`config.mk`:
```
export PLATFORM = sky130hd
export DESIGN_NAME = instruction_fetch
export DESIGN_NICKNAME = d
export VERILOG_FILES = /design/src/rtl/fetch_pkg.sv /design/src/rtl/pc_register.sv /design/src/rtl/instruction_fetch.sv
export SDC_FILE = /design/constraint.sdc
export NUM_CORES = 1
export LEC_CHECK = 0
export ABC_AREA = 1
export BUFFER_PORTS_ARGS = -buffer_cell sky130_fd_sc_hd__buf_2
export CAP_MARGIN = 25
export CELL_PAD_IN_SITES_DETAIL_PLACEMENT = 0
export CELL_PAD_IN_SITES_GLOBAL_PLACEMENT = 1
export CORE_UTILIZATION = 32
export CTS_BUF_LIST = sky130_fd_sc_hd__clkbuf_8 sky130_fd_sc_hd__clkbuf_16
export CTS_CLUSTER_SIZE = 24
export DETAILED_ROUTE_END_ITERATION = 8
export GPL_TIMING_DRIVEN = 1
export HOLD_SLACK_MARGIN = 0.05
export PLACE_DENSITY_LB_ADDON = 0.08
export SYNTH_ARGS = -nofsm -noshare
export SYNTH_HDL_FRONTEND = slang
export SYNTH_SLANG_ARGS = --single-unit
```
`constraint.sdc`:
```
create_clock -name clk -period 3.6 [get_ports clk]
set_input_delay 0.54 -clock clk [delete_from_list [all_inputs] [get_ports clk]]
set_output_delay 0.54 -clock clk [all_outputs]
set_load 0.03 [all_outputs]
```
`src/rtl/fetch_pkg.sv`:
```
// Shared types and constants for the instruction fetch stage.
package fetch_pkg;

    typedef enum logic [1:0] {
        FETCH = 2'd0,
        HOLD  = 2'd1,
        FAULT = 2'd2
    } fetch_state_t;

    localparam int          WORD_BYTES       = 4;
    localparam logic [31:0] DEFAULT_RESET_PC = 32'h0000_0000;

endpackage

```
`src/rtl/pc_register.sv`:
```
// Program counter: word-aligned register with redirect load, increment and hold.
module pc_register
    import fetch_pkg::*;
#(
    parameter int                    DATA_WIDTH = 32,
    parameter logic [DATA_WIDTH-1:0] RESET_PC   = DATA_WIDTH'(DEFAULT_RESET_PC)
) (
    input  logic                  clk,
    input  logic                  reset,
    input  logic                  i_load,
    input  logic [DATA_WIDTH-1:0] i_load_pc,
    input  logic                  i_incr,
    output logic [DATA_WIDTH-1:0] o_pc
);

    localparam logic [DATA_WIDTH-1:0] LP_INCR       = DATA_WIDTH'(WORD_BYTES);
    localparam logic [DATA_WIDTH-1:0] LP_ALIGN_MASK = ~DATA_WIDTH'(WORD_BYTES - 1);

    logic [DATA_WIDTH-1:0] r_pc;

    // Load wins over increment; the low address bits are always forced to zero.
    always_ff @(posedge clk or posedge reset) begin
        if (reset) begin
            r_pc <= RESET_PC & LP_ALIGN_MASK;
        end else if (i_load) begin
            r_pc <= i_load_pc & LP_ALIGN_MASK;
        end else if (i_incr) begin
            r_pc <= r_pc + LP_INCR;
        end
    end

    assign o_pc = r_pc;

endmodule

```
`src/rtl/instruction_fetch.sv`:
```
// Instruction fetch stage with a one-entry output register and valid/ready handshake.
// Define FETCH_BOUNDS_CHECK_EN to trap fetches beyond MEMORY_DEPTH words into a sticky FAULT state.
module instruction_fetch
    import fetch_pkg::*;
#(
    parameter int                    DATA_WIDTH   = 32,
    parameter int                    MEMORY_DEPTH = 51,
    parameter logic [DATA_WIDTH-1:0] RESET_PC     = DATA_WIDTH'(DEFAULT_RESET_PC)
) (
    input  logic                  clk,
    input  logic                  reset,
    output logic [DATA_WIDTH-1:0] Address,
    input  logic [DATA_WIDTH-1:0] Instruction,
    input  logic                  Redirect_en,
    input  logic [DATA_WIDTH-1:0] Redirect_pc,
    output logic                  Out_valid,
    input  logic                  Out_ready,
    output logic [DATA_WIDTH-1:0] Out_instruction,
    output logic [DATA_WIDTH-1:0] Out_pc,
    output logic [DATA_WIDTH-1:0] Out_pc_plus4,
    output logic                  Fault
);

    localparam logic [DATA_WIDTH-1:0] LP_INCR = DATA_WIDTH'(WORD_BYTES);

    fetch_state_t          r_state;
    fetch_state_t          w_state_next;
    logic [DATA_WIDTH-1:0] w_pc;
    logic                  w_load;
    logic                  w_capture;
    logic                  w_trip;

    logic                  r_out_valid;
    logic [DATA_WIDTH-1:0] r_out_instruction;
    logic [DATA_WIDTH-1:0] r_out_pc;
    logic [DATA_WIDTH-1:0] r_out_pc_plus4;

`ifdef FETCH_BOUNDS_CHECK_EN
    logic w_out_of_range;
    logic r_fault;

    assign w_out_of_range = (w_pc >> 2) >= DATA_WIDTH'(MEMORY_DEPTH);
`endif

    pc_register #(
        .DATA_WIDTH (DATA_WIDTH),
        .RESET_PC   (RESET_PC)
    ) u_pc_register (
        .clk       (clk),
        .reset     (reset),
        .i_load    (w_load),
        .i_load_pc (Redirect_pc),
        .i_incr    (w_capture),
        .o_pc      (w_pc)
    );

    always_ff @(posedge clk or posedge reset) begin
        if (reset) begin
            r_state <= FETCH;
        end else begin
            r_state <= w_state_next;
        end
    end

    // The output slot accepts a new word when empty or when its word is leaving this edge.
    always_comb begin
        w_state_next = r_state;
        w_load       = 1'b0;
        w_capture    = 1'b0;
        w_trip       = 1'b0;
        case (r_state)
            FETCH, HOLD: begin
                if (Redirect_en) begin
                    w_load       = 1'b1;
                    w_state_next = FETCH;
                end else if (!r_out_valid || Out_ready) begin
`ifdef FETCH_BOUNDS_CHECK_EN
                    if (w_out_of_range) begin
                        w_trip       = 1'b1;
                        w_state_next = FAULT;
                    end else begin
                        w_capture    = 1'b1;
                        w_state_next = FETCH;
                    end
`else
                    w_capture    = 1'b1;
                    w_state_next = FETCH;
`endif
                end else begin
                    w_state_next = HOLD;
                end
            end
`ifdef FETCH_BOUNDS_CHECK_EN
            FAULT: w_state_next = FAULT;
`endif
            default: w_state_next = FETCH;
        endcase
    end

    always_ff @(posedge clk or posedge reset) begin
        if (reset) begin
            r_out_valid       <= 1'b0;
            r_out_instruction <= '0;
            r_out_pc          <= '0;
            r_out_pc_plus4    <= '0;
        end else if (w_load || w_trip) begin
            r_out_valid <= 1'b0;
        end else if (w_capture) begin
            r_out_valid       <= 1'b1;
            r_out_instruction <= Instruction;
            r_out_pc          <= w_pc;
            r_out_pc_plus4    <= w_pc + LP_INCR;
        end
    end

`ifdef FETCH_BOUNDS_CHECK_EN
    always_ff @(posedge clk or posedge reset) begin
        if (reset) begin
            r_fault <= 1'b0;
        end else if (w_trip) begin
            r_fault <= 1'b1;
        end
    end

    assign Fault = r_fault;
`else
    assign Fault = 1'b0;
`endif

    assign Address         = w_pc;
    assign Out_valid       = r_out_valid;
    assign Out_instruction = r_out_instruction;
    assign Out_pc          = r_out_pc;
    assign Out_pc_plus4    = r_out_pc_plus4;

endmodule

```
### After elaboration in Yosys (flattened, before gate mapping)

Index checks and enable logic that the tools add are counted.

| word-level totals | value |
|---|---|
| bits in registers | 131 |
| input bits | 68 |
| output and inout bits | 130 |
| word-level logic and storage cells | 27 |

| operators by class | value |
|---|---|
| add/sub/neg operators | 1 |
| equal/unequal tests | 1 |
| mux-type cells | 12 |
| bitwise logic cells | 1 |
| reductions and logical operators | 6 |

Operator list:

| cell | count |
|---|---|
| 2-to-1 mux 32 bit | 2 |
| adder 32 x 3 -> 32 bit (second input constant) | 1 |
| 2-to-1 mux 1 bit | 9 |
| == test 2 x 1 -> 1 bit (second input constant) | 1 |
| zero test 2 bit | 1 |
| 2-to-1 mux 2 bit | 1 |
| AND reduction 2 bit | 1 |
| nonzero test 2 bit | 1 |
| OR reduction 2 bit | 1 |
| zero test 1 bit | 1 |
| logical OR 1 bit | 1 |
| inverter 1 bit | 1 |

### Logic depth before layout (Yosys ltp)

| logic depth | value |
|---|---|
| depth in word-level cells | 7 |
| depth in mapped cells | 9 |
| gate-level depth less buffers | 9 |

### By module

From an unflattened synthesis, not the netlist that was laid out.

| second synthesis, totals | value |
|---|---|
| cell total of the unflattened synthesis | 877 |
| area, all modules | 6570.1 µm² |

Modules (own cells, without submodules):

| module | times used | cells an instance | area each (µm²) | sequential area each (µm²) |
|---|---|---|---|---|
| instruction_fetch | 1 | 570 | 4445.5 | 2377.3 |
| pc_register | 1 | 307 | 2124.5 | 750.7 |

### Least setup slack after synthesis

No wires, ideal clock.

| timing | value |
|---|---|
| path kind | reg-to-reg |
| start point | reg u_pc_register.r_pc[2] (netlist: u_pc_register.o_pc[2]) |
| end point | reg u_pc_register.r_pc[22] (netlist: u_pc_register.o_pc[22]) |
| setup time | 122 ps |
| arrival time | 1490 ps |
| required time | 3478 ps |
| slack | 1988 ps |
| stages on the path, launching flop included | 9 |
| buffers on the path | 0 |
| period minus slack after synthesis | 1612 ps |
| path through | dfrtp_1 > ha_1 > nand2_1 > nor2_4 > nand2_4 > nor2_4 > nand3_1 > nand3_2 > nand2_1 |

| on the way | value |
|---|---|
| cells in the longest elaborated chain, start to end | 3 |

Ends and longest elaborated chain:

| item | line | text |
|---|---|---|
| start, declared | pc_register.sv:19 | `logic [DATA_WIDTH-1:0] r_pc;` |
| start signal, assigned | pc_register.sv:24 | `r_pc <= RESET_PC & LP_ALIGN_MASK;` |
| start signal, assigned | pc_register.sv:26 | `r_pc <= i_load_pc & LP_ALIGN_MASK;` |
| start signal, assigned | pc_register.sv:28 | `r_pc <= r_pc + LP_INCR;` |
| adder 32 x 3 -> 32 bit | pc_register.sv:28 |  |
| 2-to-1 mux 32 bit | pc_register.sv:27 | `end else if (i_incr) begin` |
| 2-to-1 mux 32 bit | pc_register.sv:25 | `end else if (i_load) begin` |

No other way between the ends. The select of a mux whose other input is x is not followed.
A chain may end at the register's enable or synchronous reset.

### Final worst setup path

| timing | value |
|---|---|
| start point | in Redirect_en |
| end point | reg r_out_instruction[10] (netlist: Out_instruction[10]) |

| on the way | value |
|---|---|
| cells in the longest elaborated chain, start to end | 4 |
| elaborated cells between the ends (all ways) | 6 |
| those cells by class | 4 x mux; 1 x bitwise; 1 x reduce/logical |

Ends and longest elaborated chain:

| item | line | text |
|---|---|---|
| start, declared | instruction_fetch.sv:14 | `input logic Redirect_en,` |
| 2-to-1 mux 1 bit | instruction_fetch.sv:73 | `if (Redirect_en) begin` |
| 2-to-1 mux 1 bit | instruction_fetch.sv:71 | `case (r_state)` |
| inverter 1 bit (no line) | -- |  |
| AND reduction 2 bit (no line) (*) | -- |  |
| end signal, assigned | instruction_fetch.sv:110 | `r_out_instruction <= Instruction;` |
| end, declared | instruction_fetch.sv:34 | `logic [DATA_WIDTH-1:0] r_out_instruction;` |

Every way passes the cells marked *; elsewhere a longest branch is shown, timed or not.

==> results by group <==
GRT
  – Largest net degree at the start of global routing: between 100 and 150
  – Initial antenna violation count: 0
  – Vias in the first global route: about 5000
  – Total track usage: 0.190
  – Gr ovfl total: 0
  – First-pass GRT wire length: 26300 µm

Pwr
  – Pwr Density: between 600 and 700 mW/mm²
  – Switching pwr: about 1.4 mW
  – Sequential Power Share: 0.390
  – Combinational power share: 0.218
  – Clock share of power: 0.392
  – Leakage: slightly below 4 nW
  – Int Pwr: 2.95 mW
  – Worst vdd ir: around 0.33 mV
  – Sw frac: 0.327

STA
  – Setup Viol. Count Final: 0
  – Fmax: roughly 460 MHz
  – Period utilisation layout: 0.604
  – Worst slew pin tran: between 0.8 and 0.9 ns
  – Setup TNS: 0 ns
  – Worst Slack Setup Final: between 1 and 1.5 ns
  – Relative slew slack: 0.465
  – RSZ-0062 raised after global routing: no
  – Post-layout min period: between 2 and 2.5 ns
  – Final Slew Violations: 0
  – Worst Skew: 0.00700 ns
  – Final hold violations: 0

Drt
  – DRT Pass-1 Iters: 4
  – Routed wire length: 16000 µm
  – Vias after detailed routing: 4873
  – DRC viols: 0
  – Detailed-route wire length per cell: 14.8 µm
  – Vias per inst: approximately 4.5
  – Starting DRT DRC Count: approximately 250
  – Remaining antenna violation count: 0

Critical path
  – Critical path cell sequence: buf_2, inv_2, nand2_4, inv_2, buf_4, nand2_1, nand2_1
  – CP top delay family: buffers and inverters
  – Worst path required time: 3.95 ns
  – Arr. time, crit path: roughly 2.5 ns
  – CP max stage cell: inv_2
  – Crit-path max FO: 33
  – CP max stage delay: around 0.63 ns
  – Critical Path Source Type: primary input
  – Crit path kind: in2reg
  – Crit. End Element: flip-flop
  – WP buf/inv: 4

Hold path
  – Worst hold path class: in2async

Synth
  – Top_reg_cell synth: dfrtp_1
  – Netlist cell types: 24
  – Yosys Warn Count: 0
  – Post-synth top area share: 0.557
  – Area leader, netlist: dfrtp_1
  – Synth area leaders: dfrtp_1 (56%), nand2_1 (21%), nand3_1 (4.1%)
  – Avg Inst Size Synth: slightly above 8 µm²
  – #FFs+latches synth: between 100 and 150
  – Mapped Area: ~0.0055 mm²
  – Register area share after synthesis: 0.557
  – Post-synth ARST share: 1.00
  – Synth cell count leaders: nand2_1 (309), dfrtp_1 (123), nand3_1 (45), inv_1 (36), o21ai_0 (34)
  – Most frequent cell after synthesis: nand2_1
  – Post-synth EDFFs: 0
  – Post-synthesis cell count: 670

Floorplan
  – Die area: about 0.018 mm²
  – Die extent in y: approximately 130 µm
  – I/O pin cnt: roughly 200
  – Initial Utilization: 0.331
  – Std-Cell Rows: 47
  – Die X: between 100 and 150 µm
  – Core footprint: 0.0167 mm²

Clock network
  – Post-CTS Hold Buffers: 0
  – TritonCTS Sinks: about 120
  – Clock Latency Late Sink: slightly above 0.4 ns
  – Clock slew at reported path FFs: approximately 0.060 ns
  – CTS Buf Count: 17
  – CTS root buf: clkbuf_16
  – Post_cts resized: 0
  – H-Tree Level Count: 4
  – Clk buf depth: 2
  – Postcts setup bufs: 0
  – CTS tree: done

Finish
  – Share of layout cells above drive strength 1: 0.296
  – ANT cells: 0
  – Final net count: between 900 and 1000
  – P&R area growth vs syn: 31.1%

Placement
  – GP Congestion: 0.776
  – Detailed placement HPWL: around 11000 µm
  – Pre-CTS WS: between 0.9 and 1 ns
  – Number of port buffers: 188

Outcome
  – Status: finished, final reports clean

Run
  – # Max-Cap Violations: 0
## power groups by stage
| stage | sequential [mW] | clock, mW | combinational [mW] |
|---|---|---|---|
| after floorplan | 2.07 | 0 | 0.291 |
| after global placement | 1.73 | 0 | 0.959 |
| after detailed placement | 1.73 | 0 | 0.969 |
| after CTS | 1.71 | 1.75 | 0.970 |
| after global routing | 1.74 | 1.82 | 1.04 |
| final | 1.71 | 1.72 | 0.953 |
## registers in the layout (all words and copies together), names as in the netlist
register,cells
Out_instruction,32
Out_pc,30
Out_pc_plus4,30
u_pc_register.o_pc,30
Out_valid,1
## layout make-up
class | instances | area, µm²
clock buffers | 20 | 467
clock inverters | 8 | 120
fillers | 1726 | 9460
inverters | 41 | 158
multi-input cells | 480 | 2150
flip-flops and latches | 123 | 3080
well taps | 220 | 275
repair buffers | 193 | 991
## metrics by stage
step	power, mW	utilization	hold WS [ns]	instances	instance area, µm²
after global routing	4.59	0.434	0.310	1085	7240
after CTS	4.43	0.434	0.300	1085	7240
after floorplan	2.36	-	0.650	676	5550
after global placement	2.68	0.398	0.458	1057	6660
after detailed placement	2.70	0.398	0.460	1057	6660
final	4.38	0.434	0.313	1085	7240
## routing by layer
| layer | track usage | vias up | share of wire |
|---|---|---|---|
| met5 | 0 | - | 0 |
| met4 | 0.0537 | 0 | 0.0082 |
| met3 | 0.0601 | 11 | 0.066 |
| met2 | 0.306 | 140 | 0.48 |
| met1 | 0.246 | 2254 | 0.45 |
| li1 | - | 2468 | - |
## cells by family after synthesis
kind of cell | share of synthesized area
AOI/OAI and AO/OA | 0.0621
xor gates and xnor gates | 0.00317
adders and majority gates | 0.00227
buffers and inverters | 0.0582
DFF | 0.557
other | 0.000679
and+or+nand+nor | 0.316
## path summary, 6_finish.rpt
kind / from / to / slack, ns / cells after the start
max in group asynchronous: reset / u_pc_register.o_pc[20]$_DFFE_PP0N_ / 2.73 / 3
min in group clk: Instruction[12] / Out_instruction[12]$_DFFE_PP0P_ / 0.32 / 3
setup reg to reg: Out_valid$_DFFE_PP0N_ / Out_instruction[10]$_DFFE_PP0P_ / 1.57 / 6
hold / removal: reset / Out_pc_plus4[15]$_DFFE_PP0P_ / 0.31 / 3
setup / recovery: Redirect_en / Out_instruction[10]$_DFFE_PP0P_ / 1.43 / 7
hold reg to reg: Out_pc_plus4[20]$_DFFE_PP0P_ / Out_pc_plus4[20]$_DFFE_PP0P_ / 0.47 / 2
## worst reg2reg max path, stage by stage (launching register included)
cell and delay (ns):
dfrtp_1 0.38, nand2_1 0.15, nand2_4 0.21, inv_2 0.64
buf_4 0.43, nand2_1 0.11, nand2_1 0.07
## layout by cell type, fill, tap and decap left out, drive strengths merged
cell type and instances:
nand2 317, buf 193, dfrtp 123, nand3 49
nor2 43, inv 40, o21ai 37, clkbuf 20
a22oi 15, conb 7, o211ai 4, a21oi 3
clkinvlp 3, clkinv 3, bufinv 3, xnor2 2
or2 1, and2 1, ha 1
Power figures use the tool's default switching activity.
